### config.mk
export PLATFORM = sky130hd
export DESIGN_NAME = cpu_ctrl
export DESIGN_NICKNAME = d
export VERILOG_FILES = /design/src/rtl/cpu_pkg.sv /design/src/rtl/mem_wait_timer.sv /design/src/rtl/cpu_ctrl.sv
export SDC_FILE = /design/constraint.sdc
export NUM_CORES = 1
export LEC_CHECK = 0
export BUFFER_PORTS_ARGS = -buffer_cell sky130_fd_sc_hd__buf_4
export CELL_PAD_IN_SITES_DETAIL_PLACEMENT = 1
export CELL_PAD_IN_SITES_GLOBAL_PLACEMENT = 2
export CORE_AREA = 2 2 50 52
export CTS_CLUSTER_SIZE = 8
export DETAILED_ROUTE_END_ITERATION = 7
export DIE_AREA = 0 0 52 54
export PLACE_DENSITY_LB_ADDON = 0.05
export SKIP_LAST_GASP = 1
export SYNTH_ARGS = -nofsm -noshare
export SYNTH_HDL_FRONTEND = slang
export SYNTH_SLANG_ARGS = --single-unit
export TNS_END_PERCENT = 100
### constraint.sdc
create_clock -name clock -period 3.3 [get_ports clock]
set_input_delay 0 -clock clock [delete_from_list [all_inputs] [get_ports clock]]
set_output_delay 0 -clock clock [all_outputs]
set_load 0.02 [all_outputs]
### src/rtl/cpu_pkg.sv
// Shared definitions for the accumulator CPU control unit: instruction fields,
// opcodes, controller states and datapath select codes.
package cpu_pkg;

  // Instruction word fields
  localparam int OPC_HI  = 9;
  localparam int OPC_LO  = 6;
  localparam int ADDR_HI = 5;
  localparam int ADDR_LO = 0;

  // Opcodes (A..E are undefined)
  localparam logic [3:0] OP_NOP   = 4'h0;
  localparam logic [3:0] OP_LOAD  = 4'h1;
  localparam logic [3:0] OP_STORE = 4'h2;
  localparam logic [3:0] OP_ADD   = 4'h3;
  localparam logic [3:0] OP_SUB   = 4'h4;
  localparam logic [3:0] OP_AND   = 4'h5;
  localparam logic [3:0] OP_IN    = 4'h6;
  localparam logic [3:0] OP_OUT   = 4'h7;
  localparam logic [3:0] OP_JMP   = 4'h8;
  localparam logic [3:0] OP_JZ    = 4'h9;
  localparam logic [3:0] OP_HALT  = 4'hF;

  // Controller states
  typedef enum logic [2:0] {
    S_FETCH  = 3'd0,
    S_DECODE = 3'd1,
    S_MEM_RD = 3'd2,
    S_MEM_WR = 3'd3,
    S_EXEC   = 3'd4,
    S_HALT   = 3'd5
  } state_t;

  // ALU operation codes (B operand is memory read data)
  localparam logic [1:0] ALU_PASS_B = 2'b00;
  localparam logic [1:0] ALU_ADD    = 2'b01;
  localparam logic [1:0] ALU_SUB    = 2'b10;
  localparam logic [1:0] ALU_AND    = 2'b11;

  // Accumulator source select
  localparam logic ACC_SRC_ALU    = 1'b0;
  localparam logic ACC_SRC_DATAIN = 1'b1;

  // Opcodes A..E have no defined behaviour and execute as NOP
  function automatic logic is_illegal(input logic [3:0] op);
    return (op >= 4'hA) && (op <= 4'hE);
  endfunction

endpackage

### src/rtl/mem_wait_timer.sv
// Counts consecutive memory wait cycles and flags when the limit is reached.
module mem_wait_timer #(
  parameter int WAIT_LIMIT = 15
) (
  input  logic clock,
  input  logic reset,
  input  logic clear,
  input  logic count_en,
  output logic expired
);

  localparam int CW = $clog2(WAIT_LIMIT + 1);

  logic [CW-1:0] count;

  // Wait-cycle counter; holds at the limit until cleared
  // NOTE: sequential state uses non-blocking assignments so every flop samples pre-edge values.
  always_ff @(posedge clock) begin
    if (reset) begin
      count <= '0;
    end else if (clear) begin
      count <= '0;
    end else if (count_en && !expired) begin
      count <= count + 1'b1;
    end
  end

  assign expired = (count == CW'(WAIT_LIMIT));

endmodule

### src/rtl/cpu_ctrl.sv
// Multi-cycle control unit for the 10-bit accumulator CPU: sequences fetch,
// decode, memory access and execute, and drives every datapath strobe.
module cpu_ctrl
  import cpu_pkg::*;
#(
  parameter int WAIT_LIMIT = 15
) (
  input  logic       clock,
  input  logic       reset,
  input  logic [3:0] opcode,
  input  logic       acc_zero,
  input  logic       mem_ready,
  output logic       mem_rd,
  output logic       mem_we,
  output logic       addr_sel,
  output logic       ir_load,
  output logic       pc_inc,
  output logic       pc_load,
  output logic       acc_load,
  output logic       acc_src,
  output logic [1:0] alu_op,
  output logic       out_load,
  output logic       halted,
  output logic       illegal_op,
  output logic       bus_timeout
);

  state_t state;
  state_t state_next;
  logic   illegal_q;
  logic   timeout_q;
  logic   wait_cycle;
  logic   expired;
  logic   timeout;

  // A memory state with no completion this cycle is a wait cycle
  assign wait_cycle = ((state == S_FETCH) || (state == S_MEM_RD) || (state == S_MEM_WR))
                      && !mem_ready;
  assign timeout    = wait_cycle && expired;

  mem_wait_timer #(.WAIT_LIMIT(WAIT_LIMIT)) u_timer (
    .clock    (clock),
    .reset    (reset),
    .clear    ((state_next != state) || !wait_cycle),
    .count_en (wait_cycle),
    .expired  (expired)
  );

  // Next-state selection
  // NOTE: every combinational output gets a default first so no latch is inferred.
  always_comb begin
    state_next = state;
    unique case (state)
      S_FETCH: begin
        if (timeout)        state_next = S_HALT;
        else if (mem_ready) state_next = S_DECODE;
      end
      S_DECODE: begin
        case (opcode)
          OP_LOAD, OP_ADD, OP_SUB, OP_AND: state_next = S_MEM_RD;
          OP_STORE:                        state_next = S_MEM_WR;
          OP_IN, OP_OUT, OP_JMP, OP_JZ:    state_next = S_EXEC;
          OP_HALT:                         state_next = S_HALT;
          default:                         state_next = S_FETCH;
        endcase
      end
      S_MEM_RD, S_MEM_WR: begin
        if (timeout)        state_next = S_HALT;
        else if (mem_ready) state_next = S_FETCH;
      end
      S_EXEC:  state_next = S_FETCH;
      S_HALT:  state_next = S_HALT;
      default: state_next = S_FETCH;
    endcase
  end

  // State register and sticky error flags
  always_ff @(posedge clock) begin
    if (reset) begin
      state     <= S_FETCH;
      illegal_q <= 1'b0;
      timeout_q <= 1'b0;
    end else begin
      state <= state_next;
      if ((state == S_DECODE) && is_illegal(opcode)) illegal_q <= 1'b1;
      if (timeout)                                   timeout_q <= 1'b1;
    end
  end

  // Strobe decode; reset and a timeout cycle suppress every strobe
  always_comb begin
    mem_rd   = 1'b0;
    mem_we   = 1'b0;
    addr_sel = 1'b0;
    ir_load  = 1'b0;
    pc_inc   = 1'b0;
    pc_load  = 1'b0;
    acc_load = 1'b0;
    acc_src  = ACC_SRC_ALU;
    alu_op   = ALU_PASS_B;
    out_load = 1'b0;
    if (!reset && !timeout) begin
      case (state)
        S_FETCH: begin
          mem_rd  = 1'b1;
          ir_load = mem_ready;
          pc_inc  = mem_ready;
        end
        S_MEM_RD: begin
          mem_rd   = 1'b1;
          addr_sel = 1'b1;
          acc_load = mem_ready;
          case (opcode)
            OP_ADD:  alu_op = ALU_ADD;
            OP_SUB:  alu_op = ALU_SUB;
            OP_AND:  alu_op = ALU_AND;
            default: alu_op = ALU_PASS_B;
          endcase
        end
        S_MEM_WR: begin
          mem_we   = 1'b1;
          addr_sel = 1'b1;
        end
        S_EXEC: begin
          case (opcode)
            OP_IN: begin
              acc_load = 1'b1;
              acc_src  = ACC_SRC_DATAIN;
            end
            OP_OUT:  out_load = 1'b1;
            OP_JMP:  pc_load  = 1'b1;
            OP_JZ:   pc_load  = acc_zero;
            default: ;
          endcase
        end
        default: ;
      endcase
    end
  end

  assign halted      = !reset && (state == S_HALT);
  assign illegal_op  = !reset && illegal_q;
  assign bus_timeout = !reset && timeout_q;

endmodule

==> run metrics <==
outcome=complete, no violations; vias in the first global route=621; Worst-path clk slew=70 ps; max cap viols=0; GP Congestion=0.785; RSZ-0062 raised after global routing=false; mean post-synth cell area=8.08 um2; pin count of the biggest net entering global routing=15; DP HPWL=1.27 mm; worst reg-to-reg setup slack=2090 ps; CTS Hold Bufs=0; total gr overflow=0; I/O pin count=22; worst slew pin tran=378 ps; Detailed Routing Iterations Pass 1=3; share of layout cells above drive strength 1=30.5%; total wire length=1.65 mm; clk buf depth=2; final net count=105; slew margin rel.=74.4%; Post-Syn Instances=76; top post-synthesis cells by area=dfxtp_1, nor3_1, nor2_1; layer with the highest usage=met2; Starting Density=26.5%; GRT met3 Usage=4.44%; Worst VDD drop=0.205 mV; initial antenna violation count=0; Post-synth EDFFs=0; Clock Skew=1.79 ps; hold path start=reset; WHS Path Cells=2; full die area=2810 um2; Via density=4.94; CP Data Required Time=3300 ps; Crit Reg-Reg Startpoint=u_timer.count[0]; setup bufs post-CTS=0; fin crit period=1770 ps; crit-path max FO=11; Die Width=52 um; reg2reg path depth=4; YS warnings=0; CORE AREA=2320 um2; WHS Endpoint=timeout_q; root buffer cell=clkbuf_4; CP Class=reg2out; pwr dens=337 nW/um2; clk_lat worst skew=270 ps; Die Y=54 um; Area Overhead vs Synth=31.4%; Fmax=0.565 GHz; drt initial violations=3; Layout Utilization=34.8%; GRT Util Overall=14.0%; # port buffers=21; first-pass GRT wire length=2.85 mm; H-tree levels=1; M2 GR Usage=22.4%; setup tns final=0 ps; Reg-to-Reg End=state[2]; Startpoint Class=flop; flops & latches, synth=9; Top FF cell, synth=dfxtp_1; crit path DAT=1770 ps; # clock sinks=9; Hold Crit Class=in2reg; Synth top area share=29.3%; Setup crit end kind=output pin; period utilisation layout=53.6%; ant diodes=0; Post-route DRC=0; routed vias=617; Synth Cell Area=614 um2; Leakage=0.329 nW; WL/cell=13.2 um; post-cts sizing count=0; Yosys top cell by area=dfxtp_1; Max Slew Vio Count=0; register area share after synthesis=29.3%; grt met1 use=18.1%; ys async rst share=0%; Setup Viol. Count Final=0; antenna viol nets, final=0; # rows=18; CTS tree=done; final hold slack=11.5 ps; Post-Syn Nets=85; Final Hold Fails=0; post-synthesis cell type count=33; total CTS buffers=3
## where the power goes
part	internal [mW]	switching [mW]	leakage [nW]	total [mW]
sequential	0.114	0.00728	0.0732	0.121
combinational	0.0275	0.0353	0.238	0.0628
clock	0.0449	0.0434	0.0177	0.0883
## layer usage
metal,vias up,part of all wire [%]
li1,318,-
met1,284,49
met2,15,46
met3,0,5.2
met4,0,0
met5,-,0
## per-stage QoR
stage               worst slack, ps  area [um2]  power [mW]  cells
floorplan                      1720         614       0.164     76
global placement               1850         779       0.187    121
detailed placement             1820         779       0.188    121
CTS                            1510         807       0.279    125
global route                   1390         807       0.295    125
finish                         1530         807       0.272    125
## cell usage after synthesis, drive strengths merged, types with 3 or more instances
| library cell | number |
|---|---|
| dfxtp | 9 |
| nor2 | 8 |
| nor3 | 8 |
| buf | 4 |
| a21oi | 3 |
| and3 | 3 |
| nand2 | 3 |
| nand2b | 3 |
| nand3 | 3 |
| o21ai | 3 |
## worst max-delay path by stage
stage | endpoint | slack [ps] | from
after CTS | acc_load | 1510 | state[2]
final | acc_load | 1530 | state[2]
after detailed placement | acc_load | 1820 | state[2]
after floorplan | alu_op[1] | 1720 | state[2]
after global routing | alu_op[1] | 1390 | state[2]
after global placement | acc_load | 1850 | state[2]
## cells in the final DEF, fill, tap and decap left out, drive strengths merged, types with 3 or more instances in the layout
master / instances
buf: 21
dfxtp: 9
nor2: 8
nor3: 8
nand3: 3
nand2b: 3
nand2: 3
o21ai: 3
and3: 3
a21oi: 3
clkbuf: 3
## logic make-up after synthesis
family	synth area share (%)
AND/OR/NAND/NOR	39.9
adder cells (fa/ha/maj)	2.04
XOR/XNOR	4.28
flip-flops	29.3
AO/OA/AOI/OAI	18.3
buffers and inverters	6.11
## state kept, by name (all words and copies together), names as in the netlist
name           cells
u_timer.count      4
state              3
illegal_q          1
timeout_q          1
## critical path: stages, from the launching register on
cell and delay, ps:
dfxtp_1 520, or4b_4 540, nor4_4 170, a31o_1 130
buf_4 130
## cell type report
type	count	area, um2
clock inverter	1	5.00
tap	30	37.5
clock buffer	3	22.5
sequential	9	180
timing repair buffer	21	158
inverter	2	7.51
multi-input combinational	59	397
fill	303	1510
Power figures use the tool's default switching activity.
